### config.mk
export PLATFORM = sky130hd
export DESIGN_NAME = pool_collector
export DESIGN_NICKNAME = d
export VERILOG_FILES = /design/src/rtl/pool_collector.sv
export SDC_FILE = /design/constraint.sdc
export NUM_CORES = 1
export LEC_CHECK = 0
export ABC_AREA = 1
export CAP_MARGIN = 40
export CELL_PAD_IN_SITES_DETAIL_PLACEMENT = 1
export CELL_PAD_IN_SITES_GLOBAL_PLACEMENT = 1
export CORE_MARGIN = 8
export CORE_UTILIZATION = 30
export DETAILED_ROUTE_END_ITERATION = 10
export GPL_ROUTABILITY_DRIVEN = 0
export PLACE_DENSITY_LB_ADDON = 0.3
export RECOVER_POWER = 100
export SLEW_MARGIN = 20
export SYNTH_ARGS = -nofsm -noshare
export SYNTH_HDL_FRONTEND = slang
export SYNTH_SLANG_ARGS = --single-unit
### constraint.sdc
create_clock -name clk -period 4.2 [get_ports clk]
set_input_delay 0.63 -clock clk [delete_from_list [all_inputs] [get_ports clk]]
set_output_delay 0.63 -clock clk [all_outputs]
set_load 0.02 [all_outputs]
### src/rtl/pool_collector.sv
// 2x2/stride-1 max-pool collector for a 3x3 signed map, with a result FIFO.
// Optional build macro POOL_COLLECTOR_RELU_EN clamps negative samples to 0.
module pool_collector #(
   parameter int FIFO_DEPTH = 4
) (
   input  logic       clk,
   input  logic       RST,
   input  logic       clear,
   input  logic [7:0] in_data,
   input  logic       in_valid,
   output logic       in_ready,
   output logic [7:0] out_data,
   output logic       out_valid,
   input  logic       out_ready,
   output logic       frame_done
);

   localparam int PW = (FIFO_DEPTH > 1) ? $clog2(FIFO_DEPTH) : 1;
   localparam int CW = PW + 1;

   logic [1:0]        row_reg;
   logic [1:0]        col_reg;
   logic [PW-1:0]     wr_ptr_reg;
   logic [PW-1:0]     rd_ptr_reg;
   logic [CW-1:0]     count_reg;
   logic              frame_done_reg;
   logic signed [7:0] prev_row_reg [3];
   logic signed [7:0] cur_row_reg [3];
   logic signed [7:0] fifo_mem_reg [FIFO_DEPTH];

   logic              accept;
   logic              push;
   logic              pop;
   logic signed [7:0] px;
   logic signed [7:0] win_a;
   logic signed [7:0] win_b;
   logic signed [7:0] win_c;
   logic signed [7:0] win_max;

   function automatic logic signed [7:0] smax(input logic signed [7:0] a,
                                              input logic signed [7:0] b);
      return (a > b) ? a : b;
   endfunction

`ifdef POOL_COLLECTOR_RELU_EN
   assign px = in_data[7] ? 8'sd0 : $signed(in_data);
`else
   assign px = $signed(in_data);
`endif

   assign in_ready   = (count_reg < CW'(FIFO_DEPTH));
   assign out_valid  = (count_reg != '0);
   assign out_data   = out_valid ? fifo_mem_reg[rd_ptr_reg] : 8'd0;
   assign frame_done = frame_done_reg;

   // clear wins over any accept or pop in the same cycle
   assign accept = in_valid && in_ready && !clear;
   assign push   = accept && (row_reg != 2'd0) && (col_reg != 2'd0);
   assign pop    = out_valid && out_ready && !clear;

   // window columns col-1 and col; col is 1 or 2 whenever a push happens
   always_comb begin
      win_a = prev_row_reg[0];
      win_b = prev_row_reg[1];
      win_c = cur_row_reg[0];
      if (col_reg == 2'd2) begin
         win_a = prev_row_reg[1];
         win_b = prev_row_reg[2];
         win_c = cur_row_reg[1];
      end
      win_max = smax(smax(win_a, win_b), smax(win_c, px));
   end

   always_ff @(posedge clk or posedge RST) begin
      if (RST) begin
         row_reg        <= 2'd0;
         col_reg        <= 2'd0;
         wr_ptr_reg     <= '0;
         rd_ptr_reg     <= '0;
         count_reg      <= '0;
         frame_done_reg <= 1'b0;
      end else if (clear) begin
         row_reg        <= 2'd0;
         col_reg        <= 2'd0;
         wr_ptr_reg     <= '0;
         rd_ptr_reg     <= '0;
         count_reg      <= '0;
         frame_done_reg <= 1'b0;
      end else begin
         frame_done_reg <= accept && (row_reg == 2'd2) && (col_reg == 2'd2);
         if (accept) begin
            if (col_reg == 2'd2) begin
               col_reg <= 2'd0;
               row_reg <= (row_reg == 2'd2) ? 2'd0 : row_reg + 2'd1;
            end else begin
               col_reg <= col_reg + 2'd1;
            end
         end
         if (push)
            wr_ptr_reg <= wr_ptr_reg + 1'b1;
         if (pop)
            rd_ptr_reg <= rd_ptr_reg + 1'b1;
         case ({push, pop})
            2'b10:   count_reg <= count_reg + 1'b1;
            2'b01:   count_reg <= count_reg - 1'b1;
            default: count_reg <= count_reg;
         endcase
      end
   end

   // line buffers: the finished current row becomes the previous row on wrap
   always_ff @(posedge clk or posedge RST) begin
      if (RST) begin
         for (int i = 0; i < 3; i++) begin
            prev_row_reg[i] <= 8'sd0;
            cur_row_reg[i]  <= 8'sd0;
         end
      end else if (accept) begin
         for (int i = 0; i < 3; i++) begin
            if (col_reg == 2'(i))
               cur_row_reg[i] <= px;
            if (col_reg == 2'd2)
               prev_row_reg[i] <= (i == 2) ? px : cur_row_reg[i];
         end
      end
   end

   always_ff @(posedge clk or posedge RST) begin
      if (RST) begin
         for (int i = 0; i < FIFO_DEPTH; i++)
            fifo_mem_reg[i] <= 8'sd0;
      end else if (push) begin
         fifo_mem_reg[wr_ptr_reg] <= win_max;
      end
   end

endmodule
==> run metrics <==
Area Overhead vs Synth 18.5%; Setup Crit Path Kind reg2reg; row count 46; synthesis-stage register bit count 84; Sequential Power Share 0.218; Synth cell types 33; Crit Path Max Fanout 18; startpoint types flip-flop; first-pass GRT wire length between 20 and 25 mm; nets@finish about 700; Most used DFF post-synth dfrtp_1; Die W approximately 140 microns; WP data arrival 4.12 ns; GRT Util Overall 0.146; failing checks max-capacitance violations, max-slew violations; Worst Path Required 4.43 ns; clock buffer depth 2; net switching power around 2.7 mW; sw frac 0.499; multi-input logic area 2540 sq um; number of remaining DRC errors 0; Starting Density 0.307; die height 144 microns; DR vias 4,320; Crit-path slowest cell dfrtp_1; Vias/cell 4.88; Worst-path clk slew around 0.06 ns; ANT nets after route 0; sequential share of the synthesized area 0.430; Reg2Reg Setup Slack roughly 0.31 ns; Max VDD drop ~0.43 mV; Hold-fix buffers, CTS 0; initial antenna violation count 0; Ant. Diodes 0; Synthesis Warnings 0; share of the synthesized area in the top cell type 0.430; Commonest cells post-synth nand2_1 (176), dfrtp_1 (84), o21ai_0 (79), inv_1 (59), nand3_1 (51); Worst path top cell family by delay simple AND/OR/NAND/NOR gates; EDFF count, synth 0; final-report setup violation count 0; total CTS buffers 9; slew margin rel. -0.332; core area between 15,000 and 20,000 sq um; Fmax 257 MHz; top cells by area, synth dfrtp_1 (43%), nand2_1 (14%), o21ai_0 (8.1%); leakage power slightly below 3 nW; max-slew violations 80; I/O pin cnt 24; Post-synth ARST share 1.00; mapped cell area around 4900 sq um; CTS H-tree lvls 3; number of global-route vias before repair 4,559; average wire per standard cell approximately 16 microns; clock insertion delay at the later pin of the skew report between 0.3 and 0.4 ns; crit-path max cell delay 0.42 ns; PD cells between 900 and 1000 nW/um^2; final hold violations 0; top cell type by total area after synthesis dfrtp_1; Cells after Synth about 630; most frequent cell after synthesis nand2_1; final global-route overflow total 0; TritonCTS clock tree yes; syn avg cell area about 7.7 sq um; Worst Hold Class reg2reg; max FFs per register 32; total detailed-routing wirelength about 14 mm; fin crit share 0.926; Port-buffer cells 23; Detail Placement HPWL around 11 mm; Tot Pwr around 5.4 mW; most used cell, CP nand2_1; internal power about 2.7 mW; Worst Tran Pin Value about 2 ns; clock power share 0.136; Post-Place Cell Area 5440 sq um; Syn Nets ~670; CTS sink count 84; Logic pwr share 0.646; Max Cap Viol 2; Setup Skew between 0.006 and 0.007 ns; status finished with violations; Pre-Repair DR Iteration Count 4; crit end category flip-flop; root buf cell clkbuf_16; die area between 20,000 and 25,000 sq um; iteration-0 DRC count of the detailed router 207; Finished Core Util 0.364; largest net degree at the start of global routing 43; Buf+Inv Stages, Crit Path 6; layout cells sized above 1 0.121; Final Instance Area around 5800 sq um; register area 2100 sq um; Filler Cells Inserted 1,981; final worst path period need between 3 and 4 ns
==> power groups by stage <==
stage | Sequential [mW] | Combinational, mW | Clock, mW
after floorplan | 1.13 | 2.22 | 0
after global placement | 1.18 | 3.16 | 0
after detailed placement | 1.20 | 3.29 | 0
after CTS | 1.18 | 3.30 | 0.767
after global routing | 1.21 | 3.95 | 0.791
final | 1.18 | 3.51 | 0.738
==> worst min-delay path: cells and delay by family (launching register included) <==
family | cells | cell delay (ns)
flops | 1 | 0.34
simple gates | 2 | 0.10
==> area by class of cell <==
class,count,share of cell area
clock buffers,13,0.0450
clock inverters,2,0.00173
inverters,65,0.0432
multi-input cells,467,0.438
flip-flops and latches,84,0.363
well taps,216,0.0467
repair buffers,39,0.0620
==> placed cells by master (no fill, tap or decap), types with 2 or more instances in the layout <==
| master | n |
|---|---|
| a21oi_1 | 23 |
| buf_4 | 10 |
| ha_4 | 2 |
| o21ai_2 | 3 |
| clkinv_2 | 2 |
| clkbuf_16 | 9 |
| ha_1 | 24 |
| nand3_2 | 9 |
| clkdlybuf4s50_1 | 10 |
| a21o_1 | 2 |
| nand4_1 | 12 |
| mux2_2 | 6 |
| nand2_1 | 173 |
| nor2_2 | 3 |
| inv_4 | 2 |
| inv_2 | 6 |
| clkbuf_1 | 5 |
| o21ai_0 | 71 |
| clkbuf_8 | 2 |
| o21ai_1 | 6 |
| a22o_1 | 2 |
| dlygate4sd3_1 | 13 |
| nand2_8 | 2 |
| and2_1 | 8 |
| inv_1 | 56 |
| xor2_1 | 2 |
| nand2_2 | 15 |
| buf_6 | 2 |
| dfrtp_1 | 84 |
| nor2_1 | 44 |
| nand3_1 | 49 |
==> stage by stage <==
| stage | cells | hold WS [ns] | setup TNS (ns) | setup WS [ns] |
|---|---|---|---|---|
| 6_report | 886 | 0.479 | 0 | 0.312 |
| 3_5_place_dp | 867 | 0.462 | -0.0140 | -0.0137 |
| 4_1_cts | 882 | 0.478 | 0 | 0.0343 |
| 5_1_grt | 886 | 0.496 | -0.0374 | -0.0227 |
| 3_3_place_gp | 866 | 0.459 | 0 | 0.0349 |
| 2_1_floorplan | 631 | 0.444 | 0 | 0.245 |
==> cells by family after synthesis <==
family / Yosys count / share of synthesized area
AO/OA/AOI/OAI: 110 / 0.116
XOR/XNOR: 2 / 0.00359
adder cells (fa/ha/maj): 27 / 0.0707
buffers and inverters: 81 / 0.0646
flip-flops: 84 / 0.430
multiplexers: 6 / 0.0138
AND/OR/NAND/NOR: 321 / 0.301
==> final timing paths <==
check | startpoint | to | depth (start not counted)
setup reg to reg | col_reg[0] | fifo_mem_reg[21] | 26
setup / recovery | col_reg[0] | fifo_mem_reg[21] | 26
hold reg to reg | fifo_mem_reg[17] | fifo_mem_reg[17] | 2
hold / removal | fifo_mem_reg[17] | fifo_mem_reg[17] | 2
min in group asynchronous | RST | fifo_mem_reg[7] | 2
max in group asynchronous | RST | fifo_mem_reg[9] | 3
==> metal layers <==
metal / share of wire / wire length, microns / vias to the layer above / global-route usage
met5: 0 / 0 / - / 0
li1: - / - / 2131 / -
met4: 0.010 / 145 / 0 / 0.0404
met2: 0.48 / 6810 / 51 / 0.244
met1: 0.47 / 6660 / 2126 / 0.185
met3: 0.035 / 491 / 12 / 0.0315
==> timing repair <==
action,CTS,global route
endpoints found under the setup margin,0,32
setup buffers,0,2
gates resized for setup,0,29
Power figures use the tool's default switching activity.
